==> src/rtl/rvj1_pipe_pkg.sv <==
// Shared types and defaults for the pipeline valid/ready controller.
package rvj1_pipe_pkg;

  localparam int unsigned DEFAULT_NUM_STAGES = 3;

  // Handshake seen at the input side of a stage: word offered / stage can take it
  typedef struct packed {
    logic valid;
    logic ready;
  } pipe_hs_t;

  // A stage can take a word if it is empty or its word leaves this cycle
  function automatic logic stage_ready(input logic valid, input logic stall,
                                       input logic next_ready);
    return ~valid | (~stall & next_ready);
  endfunction

endpackage

==> src/rtl/pipeline_register.sv <==
// Clock-enabled register with synchronous active-low reset to zero.
module pipeline_register #(
  parameter int unsigned WIDTH = 16
) (
  input  logic             clk,
  input  logic             rstn,
  input  logic             ce,
  input  logic [WIDTH-1:0] d,
  output logic [WIDTH-1:0] q
);

  always_ff @(posedge clk) begin
    if (!rstn) begin
      q <= '0;
    end else if (ce) begin
      q <= d;
    end
  end

endmodule

==> src/rtl/pipeline_stage_ctrl.sv <==
// Valid bit and load/leave control for a single controlled pipeline stage.
module pipeline_stage_ctrl
  import rvj1_pipe_pkg::*;
(
  input  logic     clk,
  input  logic     rstn,
  input  pipe_hs_t feed,
  input  logic     stall,
  input  logic     kill,
  input  logic     next_ready,
  output logic     ce,
  output logic     valid
);

  logic valid_q;
  logic leave;

  // Load when a word is offered and we can take it; a flush overrides everything
  always_comb begin
    ce    = 1'b0;
    leave = 1'b0;
    ce    = feed.valid & feed.ready & ~kill;
    leave = valid_q & ~stall & next_ready;
  end

  always_ff @(posedge clk) begin
    if (!rstn) begin
      valid_q <= 1'b0;
    end else if (kill) begin
      valid_q <= 1'b0;
    end else if (ce) begin
      valid_q <= 1'b1;
    end else if (leave) begin
      valid_q <= 1'b0;
    end
  end

  assign valid = valid_q;

endmodule

==> src/rtl/pipeline_ctrl.sv <==
// Valid/ready sequencer for a linear chain of pipeline registers, with flush
// masking and a saturating back-pressure cycle counter.
module pipeline_ctrl
  import rvj1_pipe_pkg::*;
#(
  parameter int unsigned NUM_STAGES   = DEFAULT_NUM_STAGES,
  parameter int unsigned FLUSH_STAGES = 2,
  parameter int unsigned CNT_WIDTH    = 16
) (
  input  logic                  clk,
  input  logic                  rstn,
  input  logic                  in_valid,
  output logic                  in_ready,
  input  logic [NUM_STAGES-1:0] stall_i,
  input  logic                  flush_i,
  output logic                  out_valid,
  input  logic                  out_ready,
  output logic [NUM_STAGES-1:0] ce_o,
  output logic [NUM_STAGES-1:0] valid_o,
  output logic [CNT_WIDTH-1:0]  stall_cnt_o
);

  localparam logic FLUSH_ALL = (FLUSH_STAGES >= NUM_STAGES);

  logic [NUM_STAGES-1:0] rdy;
  logic [NUM_STAGES-1:0] next_rdy;
  logic [NUM_STAGES-1:0] src_v;
  logic [NUM_STAGES-1:0] kill;
  logic                  chain;
  logic                  stall_evt;
  logic                  cnt_ce;

  // Ready chain resolved from the output back to stage 0
  always_comb begin
    rdy      = '0;
    next_rdy = '0;
    chain    = out_ready;
    for (int i = int'(NUM_STAGES) - 1; i >= 0; i--) begin
      next_rdy[i] = chain;
      rdy[i]      = stage_ready(valid_o[i], stall_i[i], chain);
      chain       = rdy[i];
    end
  end

  // Word offered to each stage, with the flush boundary masked off
  always_comb begin
    src_v    = '0;
    kill     = '0;
    src_v[0] = in_valid;
    for (int i = 1; i < int'(NUM_STAGES); i++) begin
      src_v[i] = valid_o[i-1] & ~stall_i[i-1];
      if (i == int'(FLUSH_STAGES)) begin
        src_v[i] = src_v[i] & ~flush_i;
      end
    end
    for (int i = 0; i < int'(NUM_STAGES); i++) begin
      kill[i] = flush_i & (i < int'(FLUSH_STAGES));
    end
  end

  for (genvar i = 0; i < int'(NUM_STAGES); i++) begin : g_stage
    pipe_hs_t feed;
    assign feed.valid = src_v[i];
    assign feed.ready = rdy[i];

    pipeline_stage_ctrl u_stage (
      .clk        (clk),
      .rstn       (rstn),
      .feed       (feed),
      .stall      (stall_i[i]),
      .kill       (kill[i]),
      .next_ready (next_rdy[i]),
      .ce         (ce_o[i]),
      .valid      (valid_o[i])
    );
  end

  assign in_ready  = rdy[0] & ~flush_i;
  assign out_valid = valid_o[NUM_STAGES-1] & ~stall_i[NUM_STAGES-1] & ~(flush_i & FLUSH_ALL);

  // Back-pressure counter holds once it reaches all-ones
  assign stall_evt = in_valid & ~in_ready;
  assign cnt_ce    = stall_evt & ~(&stall_cnt_o);

  pipeline_register #(
    .WIDTH (CNT_WIDTH)
  ) u_stall_cnt (
    .clk  (clk),
    .rstn (rstn),
    .ce   (cnt_ce),
    .d    (stall_cnt_o + CNT_WIDTH'(1)),
    .q    (stall_cnt_o)
  );

endmodule
==> config.mk <==
export PLATFORM = sky130hd
export DESIGN_NAME = pipeline_ctrl
export DESIGN_NICKNAME = d
export VERILOG_FILES = /design/src/rtl/rvj1_pipe_pkg.sv /design/src/rtl/pipeline_register.sv /design/src/rtl/pipeline_stage_ctrl.sv /design/src/rtl/pipeline_ctrl.sv
export SDC_FILE = /design/constraint.sdc
export NUM_CORES = 1
export LEC_CHECK = 0
export ABC_AREA = 1
export ABC_CLOCK_PERIOD_IN_PS = 2009
export CAP_MARGIN = 40
export CELL_PAD_IN_SITES_DETAIL_PLACEMENT = 1
export CELL_PAD_IN_SITES_GLOBAL_PLACEMENT = 1
export CORE_ASPECT_RATIO = 0.5
export CORE_UTILIZATION = 33
export CTS_CLUSTER_DIAMETER = 100
export DETAILED_ROUTE_END_ITERATION = 16
export GPL_TIMING_DRIVEN = 0
export PLACE_DENSITY_LB_ADDON = 0.1
export SLEW_MARGIN = 30
export SYNTH_ARGS = -nofsm -noshare
export SYNTH_HDL_FRONTEND = slang
export SYNTH_HIERARCHICAL = 1
export SYNTH_SLANG_ARGS = --single-unit
==> constraint.sdc <==
create_clock -name clk -period 2.01 [get_ports clk]
set_input_delay 0.3015 -clock clk [delete_from_list [all_inputs] [get_ports clk]]
set_output_delay 0.3015 -clock clk [all_outputs]
set_load 0.01 [all_outputs]
==> results_dict.tcl <==
set metrics [dict create \
    outcome "finished clean" \
    antenna_cells 0 \
    grt_max_degree 11 \
    cts_buffer_depth 2 \
    io_buffers 31 \
    p_per_area_nw_per_um2 524 \
    cts_buffers 3 \
    postRouteAntennaNets 0 \
    num_vias 1273 \
    layout-drive-gt1-share 0.156 \
    path_class "in2out" \
    finalSetupTns_ns 0 \
    drc 0 \
    synth_compound_area_frac 0.0357 \
    irDropWorstVdd_mv 0.203 \
    r2r_setup_slack_ns 0.26 \
    total_power_mw 0.904 \
    synth_cell_types 23 \
    start_kind "primary input" \
    async_reset_ff_frac 0 \
    worstPathMaxFanout 3 \
    syn-num-nets 217 \
    seq_power_share 0.474 \
    period_minus_slack_ns 1.87 \
    hp-class "in2reg" \
    netlist_instances 208 \
    dp_slack_ns -0.341 \
    drtIter0Drc 30 \
    worst-r2r-cell-count 9 \
    synthMuxAreaShare 0 \
    clk_latency_ns 0.26 \
    synth.largest_area_cell "dfxtp_1" \
    min_to "g_stage[1].u_stage/valid$_SDFFE_PP0P_" \
    cts_tree "done" \
    die_w_um 90.6 \
    wl_um 3190 \
    fp.coreArea_um2 3580 \
    hold_depth 4 \
    p_leak_nw 0.782 \
    cp.required_ns 1.71 \
    cap_violations 0 \
    avgSynthCellArea_um2 6.23 \
    final_cell_area_um2 1720 \
    hpwlAfterDp_um 2520 \
    clock_sinks 19 \
    grt_first_pass_wirelength_um 5460 \
    synth_top_family_by_area "simple AND/OR/NAND/NOR gates" \
    fmax_mhz 536 \
    die_y_um 46.3 \
    place_congestion 0.815 \
    grt_setup_unrepaired "no" \
    final.setup.worst_slack_ns 0.143 \
    finalHoldViolCount 0 \
    synth-seq-cells 19 \
    crit_path_end_kind "primary output" \
    cts_setup_buffers 0 \
    dpl_cell_area_um2 1670 \
    fin_nets 253 \
    clock_skew_ns 0.00232 \
    initial_core_util 0.361 \
    finalSetupViolCount 0 \
    hold_start "flush_i" \
    synth_fa_ha_area_frac 0.00966 \
    grt_usage 0.171 \
    combinationalPowerShare 0.218 \
    intPower_mw 0.637 \
    area_delta_synth_final_pct 33.1 \
    synth_warnings 6 \
    postCtsHoldBufs 0 \
    cts_root_buffer "clkbuf_8" \
    most-common-layout-cells "nand2_1, inv_1, nor2_1, clkdlybuf4s50_1, dfxtp_1" \
    grt_pass1_vias 1230 \
    synth_seq_area_share 0.294 \
    r2r-start "u_stall_cnt/q[0]$_SDFFE_PN0P_" \
    final_common_cell "nand2_1" \
    crit_arrival_ns 1.57 \
    p_sw_frac 0.295 \
    fin_util 0.481 \
    min_period_over_period 0.929 \
    synth.area.top_cells "dfxtp_1, nand2_1, nor2_1" \
    p_clk_frac 0.308 \
    syn_area_um2 1290 \
    antenna_found_initial 0 \
    synthFlopType "dfxtp_1" \
    maxSlewViolCount 0 \
    p_switching_mw 0.267 \
    synthSimpleGateAreaFrac 0.413 \
    synth_edf_count 0 \
    viasPerCell 4.33 \
    grt-ovfl-total 0 \
    yosysTopAreaCellShare 0.294 \
    placementRows 15 \
    dr.pass1.iters 4 \
    synth-xor-area-share 0.0879 \
    die-area_um2 4190 \
    r2r-end "u_stall_cnt/q[5]$_SDFFE_PN0P_" \
    clk_transition_reported_paths_ns 0.07 \
    wire_per_inst_um 10.9 \
    cts.htree.levels 1 \
    io_pins 32 \
]
==> metrics by stage <==
stage | hold slack, ns | instances
final | 0.481 | 294
after global routing | 0.497 | 294
after CTS | 0.520 | 294
after detailed placement | 0.502 | 290
after global placement | 0.501 | 290
after floorplan | 0.438 | 208
==> cell type report <==
| type | instances | area, µm² |
|---|---|---|
| Inverter | 42 | 158 |
| Fill cell | 479 | 1860 |
| Buffer | 5 | 46.3 |
| Sequential cell | 19 | 380 |
| Tap cell | 51 | 63.8 |
| Clock buffer | 4 | 45.0 |
| Multi-Input combinational cell | 142 | 724 |
| Timing Repair Buffer | 31 | 307 |
==> state kept, by name, summed over array words and instances (netlist names) <==
| register | cells |
|---|---|
| u_stall_cnt/q | 16 |
| g_stage.u_stage/valid | 3 |
==> routing by layer <==
| layer | GRT usage | share of wire |
|---|---|---|
| met4 | 0.0387 | 0.0072 |
| met1 | 0.212 | 0.50 |
| met3 | 0.0545 | 0.049 |
| met5 | 0 | 0 |
| met2 | 0.298 | 0.45 |
==> power by group through the flow <==
stage	registers (mW)	clock network, mW	logic [mW]
CTS	0.429	0.296	0.199
detailed placement	0.438	0	0.200
floorplan	0.442	0	0.105
global placement	0.437	0	0.194
global route	0.434	0.314	0.221
finish	0.429	0.279	0.197
==> kinds of logic after synthesis <==
family                     count (synthesis)
and+or+nand+nor                          120
buffers and inverters                     47
DFF                                       19
xor gates and xnor gates                  13
AOI/OAI and AO/OA                          7
adders and majority gates                  1
other                                      1
==> synth_stat cells (2+ instances only) <==
library cell / instances
xnor2_1: 3
nand3_2: 5
inv_2: 6
nor2_1: 37
nand3_1: 4
nand2_1: 59
dfxtp_1: 19
nor2_4: 2
a21oi_1: 2
a21oi_2: 3
buf_6: 3
o21ai_1: 2
xor2_1: 10
nand2_2: 3
inv_1: 36
nor3_1: 4
nor2_2: 4
==> how the worst max path moves through the flow <==
stage	cells after the start	end	startpoint	slack, ns
after floorplan	10	u_stall_cnt/q[14]$_SDFFE_PN0P_	u_stall_cnt/q[0]$_SDFFE_PN0P_	0.36
after global placement	11	ce_o[0]	stall_i[2]	-0.31
after detailed placement	11	ce_o[0]	stall_i[2]	-0.34
after CTS	5	ce_o[2]	flush_i	0.003
after global routing	8	in_ready	out_ready	0.02
final	8	in_ready	out_ready	0.14
==> worst max-delay path: stages <==
cell and delay (ns):
clkdlybuf4s50_1 0.47, nand2_1 0.07, nand2_2 0.09, nand2_1 0.07, nand2_2 0.09, nand2_1 0.08, a21oi_1 0.12, dlygate4sd2_1 0.27
==> what timing repair did <==
| action | in CTS | in global routing |
|---|---|---|
| gates resized for setup | 6 | 7 |
| cloned | 0 | 0 |
| setup endpoints to repair | 11 | 16 |
| pin swaps | 0 | 0 |
(Power assumes the default switching activity.)
==> RTL edit 1, RTL diff (config.mk and constraints unchanged) <==
Change the parameter `CNT_WIDTH` from 16 to 18.
--- a/src/rtl/pipeline_ctrl.sv
+++ b/src/rtl/pipeline_ctrl.sv
@@ -7,3 +7,3 @@
   parameter int unsigned FLUSH_STAGES = 2,
-  parameter int unsigned CNT_WIDTH    = 16
+  parameter int unsigned CNT_WIDTH    = 18
 ) (
Ports: changed (resized stall_cnt_o); port bits go from 32 to 34. The function was not compared with the original's and may differ.
==> RTL edit 1 against the original RTL <==
Final area rose by 11%. Wire length is 14% higher. Synthesized cell count increased by 13%. Sequential cell count increased by 2. Sequential share of layout area rose by 0.066 points. Largest cell class unchanged. Worst setup slack improved by 0.038 ns. Synthesized area is 12% higher. Power up 8.5%.
==> RTL edit 1: results (changes against the original RTL) <==
** Run status
- Outcome :: completed

** Routing
- Detailed Route Iter0 Violations :: 24 (-20%)
- The number of vias per cell after detailed routing is 4.35 (+0.43%).
- The first-pass detailed-route iteration total was 4 (unchanged).
- Average routed wire per standard cell :: 11.1 um (+2.6%)

** Yosys
- Share of the yosys chip area belonging to registers :: 0.291 (-0.00306)
- Leading post-synthesis cells by cell area :: sky130_fd_sc_hd__dfxtp_1 29%, sky130_fd_sc_hd__nand2_1 19%, sky130_fd_sc_hd__nor2_1 12%, sky130_fd_sc_hd__inv_1 10%, sky130_fd_sc_hd__xor2_1 6.1%
- Post-Syn Instances :: 236 (+13%)
- Netlist cell types :: 22 (-4.3%)
- The number of nets produced by synthesis is 245 (+13%).
- The commonest cells after synthesis are 75 x sky130_fd_sc_hd__nand2_1, 48 x sky130_fd_sc_hd__nor2_1, 40 x sky130_fd_sc_hd__inv_1, 21 x sky130_fd_sc_hd__dfxtp_1, 10 x sky130_fd_sc_hd__xor2_1.
- Warnings from Yosys :: 6 (unchanged)

** Layout
- Diodes inserted :: 0 (unchanged)
- Final-stage net count :: 283 (+12%)
- The ratio of cells with drive above 1 in the final layout came to 0.128 (-0.0282).
- Total of fill cells in the finished design :: 546 (+14%)
- The number of non-filler instances in the completed layout was 327 (+11%).
- Flip-flop count of the largest register after layout :: 18 (+2)

** Placement
- The count of input and output buffers was 33 (+6.5%).
- The total placed instance area came to 0.00184 mm^2 (+10%).
- Cell total after placement :: 323 (+11%)
- The detailed-placement wirelength estimate came to 2.81 mm (+11%).
- GPL Wtd Cong :: 0.790 (-3.1%)
- Pre-CTS setup slack :: -0.320 ns (+0.0207 ns)

** Global routing
- Pin count of the biggest net entering global routing :: 12 (+1)
- Via count of the first global-routing pass :: 1,443 (+17%)
- GRT Resource Usage Total :: 0.177 (+0.00604)
- Wire length of the first global-routing pass :: 6.39 mm (+17%)

** Power and ir drop
- Worst voltage drop across the vdd grid :: 0.000238 V (+17%)
- The leakage power was 0.919 nW (+18%).

** Timing
- Post-route setup TNS :: 0 ns (unchanged)
- Clock Skews :: 0.00303 ns (+0.000709 ns)

** Worst hold path
- In this run the most critical hold path is launched from stall_i[2].

** Critical path
- The worst register-to-register path begins at u_stall_cnt/q[0]$_SDFFE_PN0P_.
## RTL edit 1: cell types whose count changed after synthesis, sizes merged, moves of 2 or more
cell	before	now
nand2	63	79
inv	42	44
o21ai	2	0
dfxtp	19	21
nor3	4	2
xnor2	3	5
nor2	43	53
nand3	9	7
buf	4	6
## RTL edit 1: worst max-delay path, cell delays in order
cell                              delay (ns)
sky130_fd_sc_hd__clkdlybuf4s50_1        0.47
sky130_fd_sc_hd__nand2_1                0.07
sky130_fd_sc_hd__nand2_2                0.08
sky130_fd_sc_hd__nand2_1                0.06
sky130_fd_sc_hd__nand2_2                0.09
sky130_fd_sc_hd__nand2_2                0.07
sky130_fd_sc_hd__a21oi_1                0.11
sky130_fd_sc_hd__dlygate4sd2_1          0.28
## RTL edit 1: what timing repair did
| action | CTS | global route |
|---|---|---|
| endpoints found under the hold margin | 0 | 0 |
| gates resized for setup | 5 | 9 |
| endpoints found under the setup margin | 3 | 21 |
| buffers inserted | 0 | 0 |
## RTL edit 1: worst paths after layout
check,end,slack (ns),cells past startpoint
hold reg to reg,u_stall_cnt/q[16]$_SDFFE_PN0P_,0.51,2
hold / removal,g_stage[2].u_stage/valid$_SDFFE_PP0P_,0.42,5
setup / recovery,in_ready,0.18,8
setup reg to reg,u_stall_cnt/q[10]$_SDFFE_PN0P_,0.21,10
## RTL edit 1: cell families (layout without fill, tap and decap cells)
family                   count (synthesis)  in the layout  synth area share
flip-flops                              21             21             0.291
other                                    1              1           0.00259
adder cells (fa/ha/maj)                  1              1           0.00865
buffers and inverters                   50             87             0.156
AO/OA/AOI/OAI                            5              5            0.0251
XOR/XNOR                                15             15            0.0908
AND/OR/NAND/NOR                        143            143             0.426
## RTL edit 1: power breakdown
group          internal (mW)  switching, mW
combinational          0.108          0.106
sequential             0.441         0.0348
clock                  0.142          0.149
## RTL edit 1: layout make-up
class                   count  area [um^2]  area share
multi-input cells         165          816       0.428
flip-flops and latches     21          422       0.221
repair buffers             33          330       0.173
inverters                  44          165      0.0867
well taps                  54         67.6      0.0355
plain buffers               6         60.1      0.0315
clock buffers               4         45.0      0.0236
## RTL edit 1: per-layer routing
metal / track usage / part of all wire
met1: 0.223 / 0.50
met2: 0.298 / 0.45
met3: 0.0561 / 0.046
met4: 0.0373 / 0.0099
met5: 0 / 0
## RTL edit 1: metrics by stage
stage	hold slack (ns)	power, mW
detailed placement	0.494	0.704
finish	0.418	0.981
global route	0.459	1.05
global placement	0.492	0.695
floorplan	0.438	0.605
CTS	0.511	1.00
==> RTL edit 2, RTL diff (same settings) <==
Without the edit above. Make the reset (`rstn`) asynchronous in 2 clocked blocks. Comments in the files are not updated.
--- a/src/rtl/pipeline_register.sv
+++ b/src/rtl/pipeline_register.sv
@@ -11,3 +11,3 @@
 
-  always_ff @(posedge clk) begin
+  always_ff @(posedge clk or negedge rstn) begin
     if (!rstn) begin
--- a/src/rtl/pipeline_stage_ctrl.sv
+++ b/src/rtl/pipeline_stage_ctrl.sv
@@ -25,3 +25,3 @@
 
-  always_ff @(posedge clk) begin
+  always_ff @(posedge clk or negedge rstn) begin
     if (!rstn) begin
Check against the original RTL: differs if rstn is asserted again (counterexample within 4 cycles, from zero or initial values and one cycle with rstn low); with rstn held inactive, the same outputs for 10 cycles.
==> RTL edit 2 against the original RTL <==
Utilization rose by 0.79 points. Final cell count is 10% lower. Maximum frequency fell by 3.0%. Non-clock buffer count stayed put. Via count shrank 9.0%. Hold slack got worse by 0.11 ns. Final area is 2.2% higher. Wire length fell by 3.6%. Critical path type unchanged. Sequential cell count unchanged. Worst setup slack lost 0.057 ns. Global-route usage decreased by 1.8 points. Combinational power rose by 53%. Synthesized area rose by 0.58%. Power up 19%.
==> RTL edit 2: results (changes against the original RTL) <==
** Yosys
- The number of instances in the synthesized netlist is 175 (-16%).
- Xor/xnor cell area share of the yosys netlist :: 0.0874 (-0.000507)
- Most used flip-flop cell after synthesis :: sky130_fd_sc_hd__dfrtp_1
- Commonest cells in the synthesized netlist :: 67 x sky130_fd_sc_hd__nand2_1, 23 x sky130_fd_sc_hd__inv_1, 19 x sky130_fd_sc_hd__dfrtp_1, 11 x sky130_fd_sc_hd__nand2_2, 11 x sky130_fd_sc_hd__nor2_1
- Area fraction in compound gates after synthesis :: 0.0154 (-0.0204)
- Share of flip-flops with an asynchronous set or reset :: 1.00 (+1.00)

** Placement
- The detailed-placement wirelength estimate was 2.38 mm (-5.5%).
- The total placed instance area is 0.00170 mm^2 (+1.6%).
- Pre-CTS setup slack :: -0.368 ns (-0.0270 ns)

** Routing
- The number of vias per cell after detailed routing was 4.39 (+1.4%).
- The number of vias in the routed layout came to 1,159 (-9.0%).

** Power and ir drop
- The fraction of power consumed by combinational cells was 0.281 (+0.063).
- The total power divided by cell area was 611 mW/mm^2 (+17%).
- Worst voltage drop across the vdd grid :: 0.000473 V (+130%)
- Power spent charging and discharging nets :: 346 uW (+30%)

** Layout
- The layout filler cell count came to 461 (-3.8%).
- Final-stage net count :: 223 (-12%)

** Critical path
- Setup slack of the worst register-to-register path :: 0.19 ns (-0.07 ns)
- CP max stage delay :: 0.49 ns (+0.02 ns)
- The data arrival time of the critical path is 1.62 ns (+0.05 ns).

** Run status
- Outcome :: completed

** Worst hold path
- Tightest Hold Check Type :: primary input to async pin

** Timing
- Clock Skews :: 0.00103 ns (-0.00130 ns)

** Global routing
- The global-route wire length before repair came to 4.91 mm (-10%).
- GRT Resource Usage Total :: 0.153 (-0.0179)
==> RTL edit 2: cell types whose count changed in the layout (fill, tap and decap cells not counted), sizes merged, moves of 15 or more <==
cell	delta
dfxtp	-19
nand2	+16
nor2	-29
dfrtp	+19
inv	-15
==> RTL edit 2: cell type report <==
class,instances,area (um^2),area share
multi-input cells,127,694,0.394
flip-flops and latches,19,475,0.270
repair buffers,33,334,0.190
inverters,27,106,0.0604
well taps,51,63.8,0.0362
clock buffers,4,45.0,0.0256
plain buffers,3,42.5,0.0241
==> RTL edit 2: worst max path at each step <==
stage          slack (ns)  depth (start not counted)                      endpoint                         start
2_1_floorplan        0.39                         11  u_stall_cnt/q[5]$_DFFE_PN0P_  u_stall_cnt/q[0]$_DFFE_PN0P_
3_3_place_gp        -0.37                         11                       ce_o[0]                    stall_i[2]
3_5_place_dp        -0.37                         11                       ce_o[0]                    stall_i[2]
4_1_cts            0.0006                         11                       ce_o[0]                    stall_i[2]
5_1_grt              0.02                         10                       ce_o[0]                     out_ready
6_report             0.09                          9                       ce_o[1]                     out_ready
==> RTL edit 2: per-layer routing <==
layer,vias to the layer above,track usage,wire (um)
li1,596,-,-
met1,536,0.209,1520
met2,23,0.247,1370
met3,4,0.0396,155
met4,0,0.0381,28
met5,-,0,0
==> RTL edit 2: logic make-up (layout without fill, tap and decap cells) <==
logic type      count (synthesis)  count (layout)
compound gates                  4               4
xor+xnor                       13              13
fa+ha+maj                       1               1
buf+inv                        30              67
flops                          19              19
other cells                     1               2
simple gates                  107             107
==> RTL edit 2: repair_timing <==
item | 4_1_cts | 5_1_grt
endpoints found under the hold margin | 0 | 0
endpoints found under the setup margin | 4 | 2
buffers inserted | 0 | 1
resized for setup | 9 | 3
